**config.mk**
```make
export PLATFORM = sky130hd
export DESIGN_NAME = chip8_draw_ctrl
export DESIGN_NICKNAME = d
export VERILOG_FILES = /design/src/rtl/chip8_draw_ctrl.sv
export SDC_FILE = /design/constraint.sdc
export NUM_CORES = 1
export LEC_CHECK = 0
export ABC_AREA = 1
export CAP_MARGIN = 20
export CORE_MARGIN = 8
export CORE_UTILIZATION = 40
export CTS_CLUSTER_SIZE = 10
export DETAILED_ROUTE_END_ITERATION = 7
export PLACE_DENSITY = 0.66
export SETUP_SLACK_MARGIN = 0.3
export SLEW_MARGIN = 30
export SYNTH_ARGS = -nofsm -noshare
export SYNTH_HDL_FRONTEND = slang
export SYNTH_SLANG_ARGS = --single-unit
```
**constraint.sdc**
```tcl
create_clock -name clk -period 3.3 [get_ports clk]
set_clock_uncertainty 0.2 [all_clocks]
set_input_delay 0.66 -clock clk [delete_from_list [all_inputs] [get_ports clk]]
set_output_delay 0.66 -clock clk [all_outputs]
set_load 0.01 [all_outputs]
```
**src/rtl/chip8_draw_ctrl.sv**
```systemverilog
// chip8_draw_ctrl -- CHIP-8 DXYN sprite draw and 00E0 clear sequencer.
//
// Draws an 8-pixel-wide, N-row sprite from program memory into a 64x32 one-bit
// framebuffer stored as 256 bytes (fb_addr = {row[4:0], byte[2:0]}, bit 7 leftmost).
// Each sprite row is XORed into two adjacent framebuffer bytes with a six-state
// sequence: fetch, fetch wait, read left, read right, write left, write right.
// Framebuffer accesses only proceed while the VGA arbiter grants the port.
//
// Ports:
//   clk, rst             clock, asynchronous active-high reset
//   start, cls           DXYN / 00E0 request pulses (accepted only when idle, cls wins)
//   x_in, y_in, n_in     draw coordinates and row count
//   i_addr               sprite base address in program memory
//   busy, done           operation in progress / one-cycle completion pulse
//   collision            VF result of the last draw (0 after a clear)
//   mem_rd/addr/rdata    program memory read port, 1-cycle latency
//   fb_gnt               framebuffer grant
//   fb_rd/we/addr/wdata/rdata  framebuffer port, 1-cycle read latency
//
// Configuration:
//   DRAW_WRAP_EN  defined   -> pixels past the right/bottom edge wrap around.
//                 undefined -> such pixels are clipped (no strobes, no collision).
module chip8_draw_ctrl (
    input  logic        clk,
    input  logic        rst,
    input  logic        start,
    input  logic        cls,
    input  logic [7:0]  x_in,
    input  logic [7:0]  y_in,
    input  logic [3:0]  n_in,
    input  logic [11:0] i_addr,
    output logic        busy,
    output logic        done,
    output logic        collision,
    output logic        mem_rd,
    output logic [11:0] mem_addr,
    input  logic [7:0]  mem_rdata,
    input  logic        fb_gnt,
    output logic        fb_rd,
    output logic        fb_we,
    output logic [7:0]  fb_addr,
    output logic [7:0]  fb_wdata,
    input  logic [7:0]  fb_rdata
);

    typedef enum logic [3:0] {
        StIdle, StFetch, StFwait, StRdl, StRdr, StWrl, StWrr, StClear, StDone
    } state_e;

    state_e      state_q, state_d;
    logic [5:0]  x_q, x_d;
    logic [4:0]  y_q, y_d;
    logic [3:0]  n_q, n_d;
    logic [3:0]  row_q, row_d;
    logic [11:0] i_q, i_d;
    logic [15:0] spr_q, spr_d;
    logic [7:0]  old_l_q, old_l_d;
    logic [7:0]  old_r_q, old_r_d;
    logic        pend_l_q, pend_l_d;
    logic        pend_r_q, pend_r_d;
    logic        coll_q, coll_d;
    logic [7:0]  clr_q, clr_d;

    // Screen row carries one extra bit so the bottom edge can be detected.
    logic [5:0]  scr_row;
    logic [2:0]  lbyte, rbyte;
    logic        row_vis, right_vis;

    assign scr_row = {1'b0, y_q} + {2'b00, row_q};
    assign lbyte   = x_q[5:3];
    assign rbyte   = lbyte + 3'd1;

`ifdef DRAW_WRAP_EN
    assign row_vis   = 1'b1;
    assign right_vis = 1'b1;
`else
    assign row_vis   = ~scr_row[5];
    assign right_vis = (lbyte != 3'd7);
`endif

    always_comb begin
        state_d   = state_q;
        x_d       = x_q;
        y_d       = y_q;
        n_d       = n_q;
        row_d     = row_q;
        i_d       = i_q;
        spr_d     = spr_q;
        old_l_d   = old_l_q;
        old_r_d   = old_r_q;
        pend_l_d  = 1'b0;
        pend_r_d  = 1'b0;
        coll_d    = coll_q;
        clr_d     = clr_q;
        busy      = (state_q != StIdle) && (state_q != StDone);
        done      = 1'b0;
        mem_rd    = 1'b0;
        mem_addr  = 12'h000;
        fb_rd     = 1'b0;
        fb_we     = 1'b0;
        fb_addr   = 8'h00;
        fb_wdata  = 8'h00;

        // Read data arrives the cycle after a granted read, whatever the grant does then.
        if (pend_l_q) old_l_d = fb_rdata;
        if (pend_r_q) old_r_d = fb_rdata;

        case (state_q)
            StIdle: begin
                if (cls) begin
                    coll_d  = 1'b0;
                    clr_d   = 8'h00;
                    state_d = StClear;
                end else if (start) begin
                    x_d     = x_in[5:0];
                    y_d     = y_in[4:0];
                    n_d     = n_in;
                    i_d     = i_addr;
                    row_d   = 4'd0;
                    coll_d  = 1'b0;
                    state_d = (n_in == 4'd0) ? StDone : StFetch;
                end
            end
            StFetch: begin
                mem_rd   = 1'b1;
                mem_addr = i_q + {8'h00, row_q};
                state_d  = StFwait;
            end
            StFwait: begin
                spr_d   = {mem_rdata, 8'h00} >> x_q[2:0];
                state_d = StRdl;
            end
            StRdl: begin
                if (fb_gnt) begin
                    fb_rd    = row_vis;
                    fb_addr  = row_vis ? {scr_row[4:0], lbyte} : 8'h00;
                    pend_l_d = row_vis;
                    state_d  = StRdr;
                end
            end
            StRdr: begin
                if (fb_gnt) begin
                    fb_rd    = row_vis && right_vis;
                    fb_addr  = (row_vis && right_vis) ? {scr_row[4:0], rbyte} : 8'h00;
                    pend_r_d = row_vis && right_vis;
                    state_d  = StWrl;
                end
            end
            StWrl: begin
                if (fb_gnt) begin
                    if (row_vis) begin
                        fb_we    = 1'b1;
                        fb_addr  = {scr_row[4:0], lbyte};
                        fb_wdata = old_l_q ^ spr_q[15:8];
                        if ((old_l_q & spr_q[15:8]) != 8'h00) coll_d = 1'b1;
                    end
                    state_d = StWrr;
                end
            end
            StWrr: begin
                if (fb_gnt) begin
                    if (row_vis && right_vis) begin
                        fb_we    = 1'b1;
                        fb_addr  = {scr_row[4:0], rbyte};
                        fb_wdata = old_r_q ^ spr_q[7:0];
                        if ((old_r_q & spr_q[7:0]) != 8'h00) coll_d = 1'b1;
                    end
                    row_d   = row_q + 4'd1;
                    state_d = ((row_q + 4'd1) == n_q) ? StDone : StFetch;
                end
            end
            StClear: begin
                if (fb_gnt) begin
                    fb_we   = 1'b1;
                    fb_addr = clr_q;
                    clr_d   = clr_q + 8'd1;
                    if (clr_q == 8'hFF) state_d = StDone;
                end
            end
            StDone: begin
                done    = 1'b1;
                state_d = StIdle;
            end
            default: state_d = StIdle;
        endcase
    end

    assign collision = coll_q;

    always_ff @(posedge clk or posedge rst) begin
        if (rst) begin
            state_q  <= StIdle;
            x_q      <= '0;
            y_q      <= '0;
            n_q      <= '0;
            row_q    <= '0;
            i_q      <= '0;
            spr_q    <= '0;
            old_l_q  <= '0;
            old_r_q  <= '0;
            pend_l_q <= 1'b0;
            pend_r_q <= 1'b0;
            coll_q   <= 1'b0;
            clr_q    <= '0;
        end else begin
            state_q  <= state_d;
            x_q      <= x_d;
            y_q      <= y_d;
            n_q      <= n_d;
            row_q    <= row_d;
            i_q      <= i_d;
            spr_q    <= spr_d;
            old_l_q  <= old_l_d;
            old_r_q  <= old_r_d;
            pend_l_q <= pend_l_d;
            pend_r_q <= pend_r_d;
            coll_q   <= coll_d;
            clr_q    <= clr_d;
        end
    end

endmodule

```
# Yosys cells after proc, flatten, opt, wreduce, memory -nomap -nowiden
# Cells that the tools add are included.
[op_classes]
add_sub_neg = 5
n_eq_ne = 26
shifts = 1
mux = 52
n_bitwise = 6
reduce_logical = 17
[op_table]
columns = ["op", "n"]
rows = [
  ["$mux W8", 11],
  ["$mux W4", 13],
  ["$pmux W4 S8", 1],
  ["$pmux W8 S2", 2],
  ["$ne A2 B2 Y1 const B", 13],
  ["$pmux W8 S3", 1],
  ["$mux W1", 19],
  ["$and A8 B8 Y8", 2],
  ["$eq A4 B3 Y1 const B", 4],
  ["$reduce_bool A8 Y1", 2],
  ["$shr A16 B3 Y16", 1],
  ["$xor A8 B8 Y8", 2],
  ["$add A12 B4 Y12", 1],
  ["$mux W12", 1],
  ["$add A8 B1 Y8 const B", 1],
  ["$eq A4 B2 Y1 const B", 2],
  ["$eq A8 B8 Y1 const B", 1],
  ["$logic_not A4 Y1", 2],
  ["$pmux W4 S2", 1],
  ["$reduce_and A8 Y1", 1],
  ["$reduce_and A7 Y1", 1],
  ["$add A5 B4 Y6", 1],
  ["$ne A3 B3 Y1 const B", 2],
  ["$pmux W1 S3", 2],
  ["15 further kinds", 20],
]
[word_totals]
register_bits = 78
in_bits = 53
elab_cells = 120

# Logic depth before layout (Yosys ltp)
# Gate-level depths: netlist of the first run.
[logic_depth]
word_depth = 6
ltp_mapped = 11
ltp_nobuf = 11

# Worst setup path before layout of the first run
# OpenSTA, ideal clock, no wires.
[synth_path]
path_kind = "register -> output"
from = "register row_q[0]"
to = "output mem_addr[6]"
arrival_time_ps = 1792
setup_slack_ps = 648
stages_incl_launch_ff = 10
n_path_buf = 0
cell_sequence = "dfrtp_1 ha_1 fa_1 nand2_1 inv_1 o21ai_0 nand2_1 nand2_1 nor2_1 nor3_1"
[synth_between]
elab_chain_len = 2
[synth_lines]
columns = ["item", "line", "rtl"]
rows = [
  ["from (decl)", "54", "logic [3:0] row_q, row_d;"],
  ["from (signal assigned)", "210", "row_q <= row_d;"],
  ["$add A12 B4 Y12", "126", "mem_addr = i_q + {8'h00, row_q};"],
  ["$mux W12", "108", "case (state_q)"],
  ["to (decl)", "36", "output logic [11:0] mem_addr,"],
]
# No other way between the ends.

# Worst setup path in the final report of the first run
[layout_path]
from = "register row_q[1]"
to = "output mem_addr[4]"
# The elaborated chain is that of the path after synthesis.

==> key figures, run 1 <==
Min path
  • Sink of the worst hold path: collision
  • Hold Path Origin: collision
  • Worst hold stages: 2
  • Tightest Hold Check Type: flop to flop

Route
  • Starting DRC count in detailed routing: 189
  • Routed WL: 12200 um
  • WL/cell: 15.2 um
  • Vias/cell: 5.07
  • Via count: 4065
  • DRC viols: 0
  • DRT Pass-1 Iters: 4
  • DRT antenna net count: 0

Finish
  • Post-route insts no fill: 802
  • Fraction of layout cells with a size suffix above 1: 25.3%
  • # fillers: 1073
  • Layout Nets: 737
  • Synth-to-layout area growth: 33.2%
  • Number of diodes: 0
  • Fin area: 6240 um2

Power and ir drop
  • Power share of the combinational group: 45.6%
  • Sequential share of power: 33.8%
  • Leak pwr: 3.01 nW
  • Sw Ratio: 39.3%
  • Switching pwr: 0.00201 W
  • VDD IR max: 343 uV
  • Clk pwr share: 20.6%
  • Internal power: 0.00311 W
  • Power per cell area: 820 nW/um2

Clock network
  • CTS tree: built
  • Root Driver: clkbuf_16
  • Clock transition at path regs: 60 ps
  • Clk_lat worst skew: 340 ps
  • Maximum root-to-sink buffer count: 2
  • # hold bufs at CTS: 0
  • CTS buffer count: 9
  • CTS Sinks: 77
  • Htree depth: 3

Setup path
  • R2R Path Start: state_q[1]
  • Crit Path Max Fanout: 3
  • Critical path's most frequent cell: nand2_2
  • Crit path kind: flop to output port
  • Worst-path cell chain: buf_6, fa_2, nand2_2, inv_2, o21ai_2, nand2_2, nand2_2, inv_1, nor3_2, clkdlybuf4s15_2
  • Crit path DAT: 2130 ps
  • Delay-heaviest family, CP: buffers and inverters
  • Buf+Inv Stages, Crit Path: 4
  • CP peak stage delay: 440 ps
  • CP startpoint kind: flop
  • R2R depth: 6
  • Worst R2R End: i_q[11]
  • R2R setup slack: 1080 ps
  • Setup crit end kind: output port
  • Critical path required time: 2440 ps
  • CP max stage cell: dfrtp_2

Timing
  • Setup TNS: 0 ps
  • Min Tclk post-route: 2990 ps
  • Max-slew violations: 0
  • RSZ-0062 raised after global routing: yes
  • Endpoints failing hold: 0
  • Period utilisation layout: 90.5%
  • Slew HR: 60.7%
  • Max Freq: 0.335 GHz
  • Final Setup Violations: 0
  • Slew @ Worst Pin: 588 ps

Synthesis
  • Synth cell types: 39
  • Synth Net Count: 632
  • Synth Cell Area: 4690 um2
  • Yosys warnings: 0
  • Share of the yosys chip area belonging to registers: 41.1%
  • Synthesized flop and latch total: 77
  • Cell count after synthesis: 550
  • Syn avg cell area: 8.52 um2

Die
  • Starting Density: 41.0%
  • Die area: 15400 um2
  • Num ports: 87
  • Cell row count: 39
  • Die W: 124 um
  • Core area: 11400 um2
  • Die Y: 124 um

Placement
  • DPL Wire Length: 9200 um
  • RePlAce Congestion: 0.876
  • I/O Buffers: 81
  • Dpl cells: 777
  • Placed instance area: 5730 um2

Flow run
  • Max-cap viol count: 0

Global routing
  • Initial antenna violation count: 0
  • Grt total ovfl: 0
  • GRT Util Overall: 15.4%
  • First-pass GRT wire length: 20100 um
  • Largest net degree at the start of global routing: 51
  • Vias in the first global route: 4166

Outcome
  • Status: completed
==> sequential cells by signal, indices dropped and copies added, names as in the netlist, 5 cells and up <==
name and count:
i_q 12, old_l_q 8, x_q 6, clr_q 8, spr_q 15, y_q 5
old_r_q 8
==> metal layers <==
layer / routed length [um] / vias to the layer above / global-route usage (%)
met5: 0 / - / 0
met4: 185 / 0 / 5.74
met3: 480 / 17 / 3.36
met2: 5750 / 98 / 24.6
met1: 5740 / 1910 / 19.9
li1: - / 2040 / -
==> synthesized netlist by cell type <==
master      n  share of area, %
nand2_1   116               9.3
dfrtp_1    77                41
nor2_1     56               4.5
inv_1      54               4.3
nand3_1    43               4.6
o21ai_0    32               3.4
ha_1       27               7.2
a21oi_1    20               2.1
mux2_4     16               5.1
mux2_2     15               3.6
o211ai_1   10               1.6
o21ai_1     8              0.85
nor2_2      7              0.93
o22ai_1     6              0.80
or2_2       6              0.80
mux2i_1     5               1.1
nand4_1     5              0.67
inv_2       4              0.32
nand2_2     4              0.53
nor3_1      4              0.43
xnor2_1     4              0.75
xor2_1      4              0.75
buf_2       3              0.32
buf_6       3              0.72
clkbuf_1    3              0.24
nor2_4      3              0.72
buf_4       2              0.32
fa_1        2              0.85
a211oi_1    1              0.16
a21oi_2     1              0.19
a22o_1      1              0.19
a31oi_1     1              0.13
clkinv_1    1             0.080
nand3_2     1              0.21
nor2_8      1              0.43
nor4_1      1              0.13
o21a_1      1              0.16
o21ai_2     1              0.19
o21bai_1    1              0.16
==> cells by family (layout without fill, tap and decap cells) <==
kind of cell,count (synthesis),after routing,synth area share (%)
and+or+nand+nor,247,247,23.2
AOI/OAI and AO/OA,83,83,9.98
DFF,77,77,41.1
buffers and inverters,70,179,6.33
muxes,36,36,9.80
adders and majority gates,29,29,8.06
xor gates and xnor gates,8,8,1.49
==> cell usage in the layout, fill, tap and decap left out, types with 6 or more instances in the layout <==
| cell type | netlist | layout |
|---|---|---|
| a21oi_1 | 20 | 20 |
| buf_2 | 3 | 20 |
| buf_4 | 2 | 18 |
| buf_6 | 3 | 6 |
| clkbuf_16 | 0 | 9 |
| clkdlybuf4s50_1 | 0 | 52 |
| dfrtp_1 | 77 | 76 |
| ha_1 | 27 | 21 |
| inv_1 | 54 | 47 |
| inv_2 | 4 | 11 |
| mux2_2 | 15 | 15 |
| mux2_4 | 16 | 16 |
| nand2_1 | 116 | 102 |
| nand2_2 | 4 | 16 |
| nand3_1 | 43 | 37 |
| nand3_2 | 1 | 7 |
| nor2_1 | 56 | 53 |
| nor2_4 | 3 | 8 |
| o211ai_1 | 10 | 10 |
| o21ai_0 | 32 | 27 |
| o21ai_1 | 8 | 10 |
| or2_2 | 6 | 6 |
==> metrics by stage <==
stage	hold slack, ps	power (W)	worst slack [ps]	utilization (%)
floorplan	256	0.00316	473	-
global placement	272	0.00386	17.8	50.2
detailed placement	281	0.00393	19.9	50.2
CTS	295	0.00503	248	53.5
global route	331	0.00553	194	54.7
finish	297	0.00512	314	54.7
==> layout make-up <==
type / count / area (um2) / share of cell area (%)
Timing Repair Buffer: 105 / 927 / 14.8
Tap cell: 143 / 179 / 2.87
Inverter: 59 / 221 / 3.55
Clock inverter: 4 / 72.6 / 1.16
Sequential cell: 77 / 1930 / 30.9
Clock buffer: 11 / 243 / 3.89
Multi-Input combinational cell: 403 / 2670 / 42.8
==> worst max-delay path by stage <==
| stage | start | endpoint | slack (ps) | depth (start not counted) |
|---|---|---|---|---|
| 4_1_cts | row_q[2] | fb_rd | 250 | 11 |
| 5_1_grt | row_q[1] | mem_addr[4] | 190 | 10 |
| 3_5_place_dp | fb_gnt | fb_addr[7] | 20 | 7 |
| 6_report | row_q[1] | mem_addr[4] | 310 | 10 |
| 3_3_place_gp | fb_gnt | fb_rd | 20 | 6 |
| 2_1_floorplan | rst | clr_q[0] | 470 | 1 |
==> worst min-delay path, stage by stage (launching register included) <==
cell and delay (ps):
dfrtp_1 360, nand2_1 60, nand2_1 50
==> power groups by stage <==
| stage | logic, W | registers [W] | clock network [W] |
|---|---|---|---|
| 2_1_floorplan | 0.00159 | 0.00157 | 0 |
| 3_3_place_gp | 0.00216 | 0.00170 | 0 |
| 3_5_place_dp | 0.00222 | 0.00172 | 0 |
| 4_1_cts | 0.00224 | 0.00172 | 0.00107 |
| 5_1_grt | 0.00263 | 0.00178 | 0.00112 |
| 6_report | 0.00233 | 0.00173 | 0.00105 |
==> repair_timing <==
item,in CTS,in global routing
gates resized for setup,113,52
buffers inserted,6,4
setup endpoints to repair,30,29
hold endpoints to repair,0,0
pin swaps,8,20
gates cloned,0,0
No activity file was read; power rests on OpenSTA's default activity.
==> run 2: changes to the inputs <==
--- a/config.mk
+++ b/config.mk
@@ -7,12 +7,14 @@
 export LEC_CHECK = 0
 export ABC_AREA = 1
 export CAP_MARGIN = 20
+export CORE_ASPECT_RATIO = 1.5
 export CORE_MARGIN = 8
 export CORE_UTILIZATION = 40
 export CTS_CLUSTER_SIZE = 10
 export DETAILED_ROUTE_END_ITERATION = 7
 export PLACE_DENSITY = 0.66
 export SETUP_SLACK_MARGIN = 0.3
+export SKIP_LAST_GASP = 1
 export SLEW_MARGIN = 30
 export SYNTH_ARGS = -nofsm -noshare
 export SYNTH_HDL_FRONTEND = slang
==> key figures, run 2 (same netlist as run 1, synthesis figures left out) <==
Die
  • Die W: 104 um
  • Core area: 11500 um2
  • Die Y: 149 um
  • Starting Density: 40.9%
  • Num ports: 87
  • Die area: 15500 um2
  • Cell row count: 48

Timing
  • Final Setup Violations: 0
  • Period utilisation layout: 92.3%
  • Slew HR: 66.0%
  • Endpoints failing hold: 0
  • Max-slew violations: 0
  • Min Tclk post-route: 3050 ps
  • RSZ-0062 raised after global routing: yes
  • Slew @ Worst Pin: 509 ps
  • Max Freq: 0.328 GHz

Setup path
  • Delay-heaviest family, CP: simple AND/OR/NAND/NOR gates
  • CP startpoint kind: flop
  • Critical path required time: 2440 ps
  • CP peak stage delay: 410 ps
  • Crit path kind: flop to output port
  • Crit path DAT: 2190 ps
  • Crit Path Max Fanout: 7
  • Critical path's most frequent cell: nand2_2
  • Buf+Inv Stages, Crit Path: 2
  • Critical path origin: y_q[2]
  • CP max stage cell: dfrtp_1
  • R2R Path Start: state_q[2]
  • Setup crit end kind: output port
  • Worst-path cell chain: ha_4, nand2_2, nand2_2, nand2_2, nand2_2, nor2_4, nand2_4, nor2_4, buf_12, nand3_2, nand2_1, buf_2

Clock network
  • Clock transition at path regs: 60 ps
  • Maximum root-to-sink buffer count: 2
  • CTS Sinks: 77
  • Clk_lat worst skew: 330 ps
  • Htree depth: 3
  • # hold bufs at CTS: 0
  • CTS buffer count: 9
  • CTS tree: built
  • Root Driver: clkbuf_16

Power and ir drop
  • VDD IR max: 358 uV
  • Leak pwr: 3.01 nW
  • Power per cell area: 833 nW/um2
  • Final Total Pwr: 0.00528 W

Placement
  • RePlAce Congestion: 0.941
  • I/O Buffers: 81
  • DPL Wire Length: 9850 um

Finish
  • Fin util: 55.3%
  • Number of diodes: 0
  • Multi-input logic area: 2720 um2
  • # fillers: 1015
  • Reg with most FFs: spr_q
  • Number of flip-flops in the largest register: 15
  • Commonest non-fill, non-tap cells in the layout: nand2_1, dfrtp_1, nor2_1, clkdlybuf4s50_1, inv_1
  • Synth-to-layout area growth: 35.3%
  • Commonest non-fill, non-tap cell in the layout: nand2_1
  • Largest regs: spr_q (15), i_q (12)
  • Fraction of layout cells with a size suffix above 1: 26.6%
  • Layout Nets: 738
  • Reg area: 1930 um2

Route
  • Vias/cell: 5.06
  • Via count: 4107
  • Routed WL: 12800 um
  • WL/cell: 15.8 um
  • Starting DRC count in detailed routing: 165
  • DRT antenna net count: 0
  • DRT Pass-1 Iters: 4
  • DRC viols: 0

Global routing
  • Grt total ovfl: 0
  • Initial antenna violation count: 0
  • Vias in the first global route: 4287
  • First-pass GRT wire length: 20800 um
  • GRT Util Overall: 16.5%
  • Largest net degree at the start of global routing: 62

Outcome
  • Status: completed

Flow run
  • Max-cap viol count: 0

Min path
  • Tightest Hold Check Type: flop to flop
  • Hold Path Origin: collision
==> run 2: cell count changes in the layout (fill, tap and decap cells not counted), sizes merged <==
cell,delta
dlymetal6s2s,-2
buf,+2
bufinv,+1
clkbuf,+1
clkdlybuf4s15,-1
clkdlybuf4s50,+1
inv,-1
clkinvlp,+1
==> run 2: final timing paths <==
path,end,slack (ps),cells past startpoint
worst max register to register,i_q[1],1050,6
worst min-delay path,collision,290,2
min in group asynchronous,x_q[4],450,2
worst min register to register,collision,290,2
max in group asynchronous,row_q[1],1780,3
worst max-delay path,fb_wdata[4],250,12
==> run 2: worst register-to-register path, delay by kind of cell (launching register included) <==
family                 cells  cell delay, ps
buffers and inverters      2             440
multiplexers               1             310
AND/OR/NAND/NOR            3             760
flip-flops                 1             430
==> run 2: cell type report <==
type	instances	area share [%]
multi-input combinational	403	42.9
tap	150	2.96
timing repair buffer	106	14.5
clock buffer	11	3.99
sequential	77	30.4
inverter	59	3.55
clock inverter	5	1.68
==> run 2: repair_timing <==
item                                    CTS  global route
pin swaps                                11            20
resized for setup                       130            44
gates cloned                              0             0
endpoints found under the setup margin   28            28
setup buffers                             4             6
==> run 2: per-layer routing <==
metal | global-route usage (%) | part of all wire [%]
met5 | 0 | 0
met2 | 31.3 | 56
met4 | 7.13 | 2.3
met1 | 17.3 | 39
met3 | 2.77 | 3.2
==> run 2: per-stage QoR <==
stage                     cell area (um2)  setup WS (ps)  hold WS, ps  std cells  TNS [ps]
final                                6340            255          290        811         0
after global routing                 6340            158          299        811         0
after CTS                            6200            148          291        805         0
after detailed placement             5760          -11.0          277        785     -11.0
after global placement               5760           17.3          271        785         0
after floorplan                      4690            473          256        550         0
==> run 2: power by group <==
group	switching [W]	internal, W	total (W)
combinational	0.00128	0.00109	0.00237
clock	0.000387	0.000781	0.00117
sequential	0.000398	0.00134	0.00174
